[config.mk]
export PLATFORM = sky130hd
export DESIGN_NAME = cla2_serial_sum_ctrl_flat
export DESIGN_NICKNAME = d
export VERILOG_FILES = /design/src/rtl/cla2_serial_sum_ctrl_if.sv /design/src/rtl/cla2_serial_sum_ctrl.sv /design/src/flat_wrapper.sv
export SDC_FILE = /design/constraint.sdc
export NUM_CORES = 1
export LEC_CHECK = 0
export CORE_UTILIZATION = 46
export DETAILED_ROUTE_END_ITERATION = 12
export PLACE_DENSITY = 0.74
export SYNTH_ARGS = -nofsm -noshare
export SYNTH_HDL_FRONTEND = slang
export SYNTH_SLANG_ARGS = --single-unit
[constraint.sdc]
create_clock -name clk -period 2.64 [get_ports clk]
set_clock_uncertainty 0.2 [all_clocks]
set_input_delay 0.528 -clock clk [delete_from_list [all_inputs] [get_ports clk]]
set_output_delay 0.528 -clock clk [all_outputs]
set_load 0.05 [all_outputs]
[src/rtl/cla2_serial_sum_ctrl_if.sv]
`timescale 1ns/1ps
`default_nettype none
// ============================================================================
//  Module   : cla2_serial_sum_ctrl_if
//  Purpose  : Handshake and operand/result bundle for the serial 2-bit-slice
//             carry-lookahead sum sequencer.
//  Signals  : start        request, sampled on each rising clock edge
//             a, b         WIDTH-bit operands, captured on the accepted start
//             c_in         carry-in, captured on the accepted start
//             busy         slices are being processed
//             done         one-cycle pulse, sum/c_out newly valid
//             sum, c_out   registered result, held until the next completion
//  Modports : master (operand source / result consumer), slave (sequencer)
//  Revision : 1.0 - initial release
// ============================================================================
interface cla2_serial_sum_ctrl_if #(
  parameter int WIDTH = 8
);
  logic             start;
  logic [WIDTH-1:0] a;
  logic [WIDTH-1:0] b;
  logic             c_in;
  logic             busy;
  logic             done;
  logic [WIDTH-1:0] sum;
  logic             c_out;

  modport master (
    output start, a, b, c_in,
    input  busy, done, sum, c_out
  );

  modport slave (
    input  start, a, b, c_in,
    output busy, done, sum, c_out
  );
endinterface
`default_nettype wire

[src/rtl/cla2_serial_sum_ctrl.sv]
`timescale 1ns/1ps
`default_nettype none
// ============================================================================
//  Module   : cla2_serial_sum_ctrl
//  Purpose  : Computes the WIDTH-bit unsigned sum a+b+c_in over WIDTH/2
//             cycles, one 2-bit carry-lookahead slice per cycle, chaining the
//             slice carry into the next slice. Result and carry-out are held
//             stable until the next completion.
//  Ports    : clk   rising-edge system clock
//             rst   synchronous active-high reset
//             bus   slave side of cla2_serial_sum_ctrl_if
//                   (start/a/b/c_in in, busy/done/sum/c_out out)
//  Params   : WIDTH operand width, even and >= 2
//  Revision : 1.0 - initial release
// ============================================================================
module cla2_serial_sum_ctrl #(
  parameter int WIDTH = 8
) (
  input  wire logic                  clk,
  input  wire logic                  rst,
  cla2_serial_sum_ctrl_if.slave      bus
);

  localparam int c_N     = WIDTH / 2;
  localparam int c_IDX_W = (c_N > 1) ? $clog2(c_N) : 1;
  localparam logic [c_IDX_W-1:0] c_IDX_LAST = c_IDX_W'(c_N - 1);

  typedef enum logic [1:0] {
    ST_IDLE = 2'd0,
    ST_RUN  = 2'd1,
    ST_DONE = 2'd2
  } state_t;

  state_t               r_state;
  logic [c_IDX_W-1:0]   r_idx;
  logic                 r_carry;
  logic [WIDTH-1:0]     r_a;
  logic [WIDTH-1:0]     r_b;
  logic [WIDTH-1:0]     r_psum;
  logic                 r_busy;
  logic                 r_done;
  logic [WIDTH-1:0]     r_sum;
  logic                 r_c_out;

  logic [1:0]           w_sa;
  logic [1:0]           w_sb;
  logic [1:0]           w_g;
  logic [1:0]           w_p;
  logic                 w_c1;
  logic [1:0]           w_s;
  logic                 w_gg;
  logic                 w_pp;
  logic                 w_carry_next;
  logic [WIDTH-1:0]     w_psum_next;

  // Select the operand bits of the slice addressed by r_idx.
  always_comb begin
    w_sa = '0;
    w_sb = '0;
    for (int k = 0; k < c_N; k++) begin
      if (r_idx == c_IDX_W'(k)) begin
        w_sa = r_a[2*k +: 2];
        w_sb = r_b[2*k +: 2];
      end
    end
  end

  // 2-bit carry-lookahead slice: per-bit generate/propagate, then the
  // group generate/propagate gives the slice carry without rippling.
  always_comb begin
    w_g          = w_sa & w_sb;
    w_p          = w_sa ^ w_sb;
    w_c1         = w_g[0] | (w_p[0] & r_carry);
    w_s          = {w_p[1] ^ w_c1, w_p[0] ^ r_carry};
    w_gg         = w_g[1] | (w_p[1] & w_g[0]);
    w_pp         = w_p[1] & w_p[0];
    w_carry_next = w_gg | (w_pp & r_carry);
  end

  // Partial sum with the current slice merged in; on the last slice this is
  // the complete result, so it can be published in the same edge.
  always_comb begin
    w_psum_next = r_psum;
    for (int k = 0; k < c_N; k++) begin
      if (r_idx == c_IDX_W'(k)) begin
        w_psum_next[2*k +: 2] = w_s;
      end
    end
  end

  always_ff @(posedge clk) begin
    if (rst) begin
      r_state <= ST_IDLE;
      r_idx   <= '0;
      r_carry <= 1'b0;
      r_a     <= '0;
      r_b     <= '0;
      r_psum  <= '0;
      r_busy  <= 1'b0;
      r_done  <= 1'b0;
      r_sum   <= '0;
      r_c_out <= 1'b0;
    end else begin
      case (r_state)
        // DONE accepts a new start exactly like IDLE, giving back-to-back
        // operation without an idle gap.
        ST_IDLE, ST_DONE: begin
          r_done <= 1'b0;
          if (bus.start) begin
            r_a     <= bus.a;
            r_b     <= bus.b;
            r_carry <= bus.c_in;
            r_idx   <= '0;
            r_psum  <= '0;
            r_busy  <= 1'b1;
            r_state <= ST_RUN;
          end else begin
            r_busy  <= 1'b0;
            r_state <= ST_IDLE;
          end
        end

        // start is ignored here; operands were frozen at acceptance.
        ST_RUN: begin
          r_psum  <= w_psum_next;
          r_carry <= w_carry_next;
          if (r_idx == c_IDX_LAST) begin
            r_sum   <= w_psum_next;
            r_c_out <= w_carry_next;
            r_busy  <= 1'b0;
            r_done  <= 1'b1;
            r_state <= ST_DONE;
          end else begin
            r_idx   <= r_idx + c_IDX_W'(1);
          end
        end

        default: begin
          r_busy  <= 1'b0;
          r_done  <= 1'b0;
          r_state <= ST_IDLE;
        end
      endcase
    end
  end

  assign bus.busy  = r_busy;
  assign bus.done  = r_done;
  assign bus.sum   = r_sum;
  assign bus.c_out = r_c_out;

endmodule
`default_nettype wire

[src/flat_wrapper.sv]
// flat-port wrapper written by rule: the top's interface ports become plain ports
module cla2_serial_sum_ctrl_flat 
#(
  parameter int WIDTH = 8
)
  (clk, rst, bus_start, bus_a, bus_b, bus_c_in, bus_busy, bus_done, bus_sum, bus_c_out);
  cla2_serial_sum_ctrl_if #(.WIDTH(WIDTH)) bus_i ();
  input  wire logic clk;
  input  wire logic rst;
  input wire logic [$bits(bus_i.start)-1:0] bus_start;
  input wire logic [$bits(bus_i.a)-1:0] bus_a;
  input wire logic [$bits(bus_i.b)-1:0] bus_b;
  input wire logic [$bits(bus_i.c_in)-1:0] bus_c_in;
  output wire logic [$bits(bus_i.busy)-1:0] bus_busy;
  output wire logic [$bits(bus_i.done)-1:0] bus_done;
  output wire logic [$bits(bus_i.sum)-1:0] bus_sum;
  output wire logic [$bits(bus_i.c_out)-1:0] bus_c_out;
  assign bus_i.start = bus_start;
  assign bus_i.a = bus_a;
  assign bus_i.b = bus_b;
  assign bus_i.c_in = bus_c_in;
  assign bus_busy = bus_i.busy;
  assign bus_done = bus_i.done;
  assign bus_sum = bus_i.sum;
  assign bus_c_out = bus_i.c_out;
  cla2_serial_sum_ctrl #(.WIDTH(WIDTH)) u_core (.clk(clk), .rst(rst), .bus(bus_i));
endmodule
After elaboration in Yosys (flattened, before gate mapping). Index checks and enable logic that the tools add are counted.

$add $sub $neg: 1. Equal/unequal tests: 8. Mux-type cells: 25. Bitwise gates (word level): 12. Reductions and logical operators: 9.

Operators with widths (count): 2-to-1 mux 2 bit (15); one-hot mux 8 bit (2 select lines) (1); 2-to-1 mux 8 bit (1); one-hot mux 2 bit (2 select lines) (2); equality test 2 bit (second input constant) (3); AND reduction 2 bit (3); bitwise AND 1 bit (4); equality test 2 x 1 -> 1 bit (second input constant) (2); logical NOT 2 bit (2); 2-to-1 mux 1 bit (4); inequality test 2 bit (second input constant) (2); one-hot mux 1 bit (2 select lines) (2); OR reduction 2 bit (2); bitwise OR 1 bit (3); AND reduction 3 bit (1); adder 2 x 1 -> 2 bit (second input constant) (1); bitwise AND 2 bit (1); inequality test 2 x 1 -> 1 bit (second input constant) (1); nonzero test 2 bit (1); XOR 1 bit (2); XOR 2 bit (1); inverter 1 bit (1).

Register bits: 40. Output and inout bits: 11. Logic and storage cells: 65.

Longest topological paths before layout.
Word-level depth: 11. Depth in mapped cells: 10.

Worst setup path before layout. No wires, ideal clock.

Path kind: register -> register. From: register u_core.r_idx[0]. To: register u_core.r_sum[1] (netlist: u_core.bus.sum[1]). Library setup time: 0.122 ns. Data arrival time: 2.140 ns. Data required time: 2.318 ns. Setup slack: 0.178 ns. Stages on the path, launching flop included: 11. Cells stage by stage: dfxtp_1 -> inv_1 -> ha_1 -> clkbuf_1 -> nand2_1 -> o21ai_0 -> a22oi_1 -> fa_1 -> xor2_1 -> nor2_2 -> a221o_1.

Cells in the longest elaborated chain, start to end: 10.

RTL lines: start: declaration (line cla2_serial_sum_ctrl.sv:35) `logic [c_IDX_W-1:0] r_idx;`; start signal: assignment (line cla2_serial_sum_ctrl.sv:134) `r_idx <= r_idx + c_IDX_W'(1);`; logical NOT 2 bit (line cla2_serial_sum_ctrl.sv:61, cla2_serial_sum_ctrl.sv:85); 2-to-1 mux 2 bit (4 in a row) (line cla2_serial_sum_ctrl.sv:61) `if (r_idx == c_IDX_W'(k)) begin`; XOR 2 bit (line cla2_serial_sum_ctrl.sv:72) `w_p = w_sa ^ w_sb;`; bitwise AND 1 bit (line cla2_serial_sum_ctrl.sv:73) `w_c1 = w_g[0] | (w_p[0] & r_carry);`; bitwise OR 1 bit (line cla2_serial_sum_ctrl.sv:73); XOR 1 bit (line cla2_serial_sum_ctrl.sv:74) `w_s = {w_p[1] ^ w_c1, w_p[0] ^ r_carry};`; 2-to-1 mux 2 bit (line cla2_serial_sum_ctrl.sv:85) `if (r_idx == c_IDX_W'(k)) begin`; end signal: assignment (line cla2_serial_sum_ctrl.sv:128) `r_sum <= w_psum_next;`; end: declaration (line cla2_serial_sum_ctrl.sv:42) `logic [WIDTH-1:0] r_sum;`.

Parallel ways exist; a longest one is shown, timed or not. A chain may end at the register's enable or synchronous reset.

Worst setup path after layout.
From: register u_core.r_idx[0]. To: register u_core.r_sum[4] (netlist: u_core.bus.sum[4]).

Cells in the longest elaborated chain, start to end: 8.

RTL lines (line): logical NOT 2 bit (cla2_serial_sum_ctrl.sv:61); 2-to-1 mux 2 bit (4 in a row) (cla2_serial_sum_ctrl.sv:61); XOR 2 bit (cla2_serial_sum_ctrl.sv:72); XOR 1 bit (cla2_serial_sum_ctrl.sv:74); 2-to-1 mux 2 bit (cla2_serial_sum_ctrl.sv:85).

Parallel ways exist; a longest one is shown, timed or not.

==> out/qor.csv <==
stage;metric;value;unit
status;status;finished clean;
routing;1st-pass router iterations;4;
layout;fin cells;276;
worst_setup_path;critical path startpoint;u_core.r_idx[0];
min_path;Hold/Removal Path Class;reg -> reg;
placement;placed cell count;267;
worst_setup_path;worst path cell trace;inv_1 -> ha_1 -> nand2_1 -> o21ai_0 -> a22oi_1 -> fa_2 -> buf_4 -> a21oi_1 -> a22o_1;
sta;actual slew at the worst max-slew pin;0.507;ns
power_and_ir_drop;VDD IR max;0.419;mV
sta;Fin. Hold Viols;0;
sta;Final Max Tran Viols;0;
clock_tree;clk_lat worst skew;0.29;ns
clock_tree;clk sinks;38;
power_and_ir_drop;total power draw;0.00128;W
placement;HPWL Detailed;2.64;mm
routing;Vias/cell;5.36;
power_and_ir_drop;pwr dens;577;nW/um2
routing;drt drc;0;
sta;Slew HR;0.661;
worst_setup_path;Critical Path Slowest Stage Cell;fa_2;
sta;Fmax;402;MHz
clock_tree;H-tree Lvls;2;
routing;final wirelength;3.65;mm
clock_tree;clk root buf;clkbuf_8;
clock_tree;clk slew on worst S/H paths;0.07;ns
floorplanning;Die Height;63.5;um
clock_tree;Max Root-Sink Buffers;2;
sta;Final min period;2.49;ns
grt;largest net degree at the start of global routing;31;
sta;fin crit share;0.942;
grt;Tot GR Track Use;0.202;
logic_synthesis;Yosys cell types;35;
floorplanning;Rows;21;
sta;final setup vio count;0;
floorplanning;Initial Utilization;0.502;
power_and_ir_drop;Static Leak;0.863;nW
floorplanning;die width;63.5;um
job;max-cap violations;0;
worst_setup_path;CP Launch Type;flip-flop;
floorplanning;Core ar.;3470;um2
grt;vias in the first global route;1358;
grt;first-pass GRT wire length;6.16;mm
logic_synthesis;Seq cells post-synth;38;
placement;GP Congestion;0.837;
min_path;Min-Delay Startpoint;u_core.r_a[7];
logic_synthesis;Syn Area/Cell;8.66;um2
logic_synthesis;syn nets;228;
logic_synthesis;Ys Warns;0;
worst_setup_path;RR Startpoint;u_core.r_idx[0];
worst_setup_path;Arr. time, crit path;2.47;ns
logic_synthesis;Post-Syn Area;1740;um2
routing;DR WL/cell;13.2;um
worst_setup_path;CP Max Fanout;6;
grt;initial antenna violation count;0;
routing;DR iter-0 viols;36;
sta;setup tns final;0;ns
worst_setup_path;worst setup path class;reg -> reg;
sta;RSZ-0062 raised after global routing;false;
placement;IO buf count;30;
logic_synthesis;register area share after synthesis;0.437;
layout;# diodes;0;
floorplanning;IO Pins;31;
floorplanning;die area;4030;um2
logic_synthesis;Post-Syn Instances;201;
worst_setup_path;Data required, critical path;2.63;ns
routing;Vias;1478;
layout;commonest cells after routing, fill and taps aside;nand2_1, dfxtp_1, a21oi_1, clkdlybuf4s50_1;
worst_setup_path;Worst path max stage delay;0.63;ns
layout;share of post-route cells with drive strength above 1;0.122;
clock_tree;cts bufs inserted;5;
routing;Final ANT Viol Nets;0;
layout;commonest non-fill, non-tap cell in the layout;nand2_1;
layout;area grow syn2layout;27.1;%
worst_setup_path;endpoint class of the critical path;flip-flop;
grt;grt ovf;0;
clock_tree;CTS tree;built;
layout;fillers;312;
layout;nets;256;
## per-layer routing
metal / vias up / GRT usage / part of all wire
li1: 754 / - / -
met1: 670 / 0.232 / 0.45
met2: 46 / 0.335 / 0.48
met3: 8 / 0.0725 / 0.050
met4: 0 / 0.0881 / 0.026
met5: - / 0 / 0
## sequential cells by signal, indices dropped and copies added, names as in the netlist
register / flops
u_core.r_a: 8
u_core.r_state: 2
u_core.r_b: 8
u_core.r_idx: 2
u_core.bus.done: 1
u_core.bus.sum: 8
u_core.r_carry: 1
u_core.bus.c_out: 1
u_core.r_psum: 6
u_core.bus.busy: 1
## through the flow
stage	setup WS, ns	util	hold WS [ns]	cell area, um2
2_1_floorplan	0.178	-	0.236	1740
3_3_place_gp	0.158	0.592	0.234	2050
3_5_place_dp	0.0675	0.592	0.249	2050
4_1_cts	0.0632	0.624	0.260	2160
5_1_grt	0.0178	0.638	0.277	2210
6_report	0.154	0.638	0.258	2210
## layout make-up
| type | count | area [um2] | area share |
|---|---|---|---|
| Multi-Input combinational cell | 138 | 895 | 0.404 |
| Inverter | 9 | 33.8 | 0.0153 |
| Tap cell | 46 | 57.6 | 0.0260 |
| Timing Repair Buffer | 37 | 353 | 0.160 |
| Clock buffer | 8 | 110 | 0.0498 |
| Sequential cell | 38 | 763 | 0.345 |
## repair_timing
item / in CTS / in global routing
buffers inserted: 0 / 1
resized for setup: 0 / 11
hold buffers: 0 / 0
endpoints found under the setup margin: 0 / 10
## where the power goes
group	leakage [nW]	internal, W	switching, W
combinational	0.495	0.0000931	0.000103
clock	0.0575	0.000264	0.000202
sequential	0.310	0.000596	0.0000190
total	0.863	0.000953	0.000324
## cell usage after synthesis
cell / count / area [um2]
o31ai_1: 1 / 7.51
or3b_2: 1 / 8.76
nand3_1: 2 / 10.0
buf_6: 3 / 33.8
a32o_1: 3 / 30.0
ha_1: 6 / 75.1
a21o_1: 3 / 22.5
nor2_1: 9 / 33.8
nor2b_4: 1 / 13.8
clkbuf_1: 6 / 22.5
nand4b_1: 1 / 8.76
buf_2: 5 / 25.0
nand2_1: 38 / 143
o311ai_0: 1 / 8.76
xor2_1: 1 / 8.76
nand3b_1: 4 / 30.0
nand3b_4: 1 / 20.0
buf_1: 2 / 7.51
a31oi_1: 3 / 18.8
inv_1: 9 / 33.8
o21ai_0: 4 / 20.0
fa_1: 1 / 20.0
a22oi_1: 2 / 15.0
nor3_1: 1 / 5.00
nor2_2: 1 / 6.26
dfxtp_1: 38 / 761
and2b_1: 1 / 7.51
nor3b_1: 4 / 30.0
o2bb2ai_1: 1 / 8.76
nand2b_1: 2 / 12.5
a21oi_1: 32 / 160
a221o_1: 3 / 30.0
nand4bb_1: 1 / 11.3
a22o_1: 7 / 61.3
nor4bb_1: 3 / 30.0
## critical path: cells and delay by family (launching register included)
family	cells	cell delay, ns
flops	1	0.34
buf+inv	2	0.28
fa+ha+maj	2	0.88
compound gates	4	0.60
simple gates	1	0.07
## logic make-up (layout without fill, tap and decap cells)
family,count (synthesis),in the layout,synth area share
AND/OR/NAND/NOR,70,70,0.213
buffers and inverters,25,54,0.0704
AO/OA/AOI/OAI,60,60,0.220
flip-flops,38,38,0.437
XOR/XNOR,1,1,0.00503
adder cells (fa/ha/maj),7,7,0.0546
## path summary, 6_finish.rpt
| path | depth (start not counted) | slack, ns | endpoint |
|---|---|---|---|
| worst max register to register | 9 | 0.15 | u_core.bus.sum[4] |
| worst min-delay path | 2 | 0.26 | u_core.r_a[7] |
| worst min register to register | 2 | 0.26 | u_core.r_a[7] |
| worst max-delay path | 9 | 0.15 | u_core.bus.sum[4] |
(Power assumes the default switching activity.)
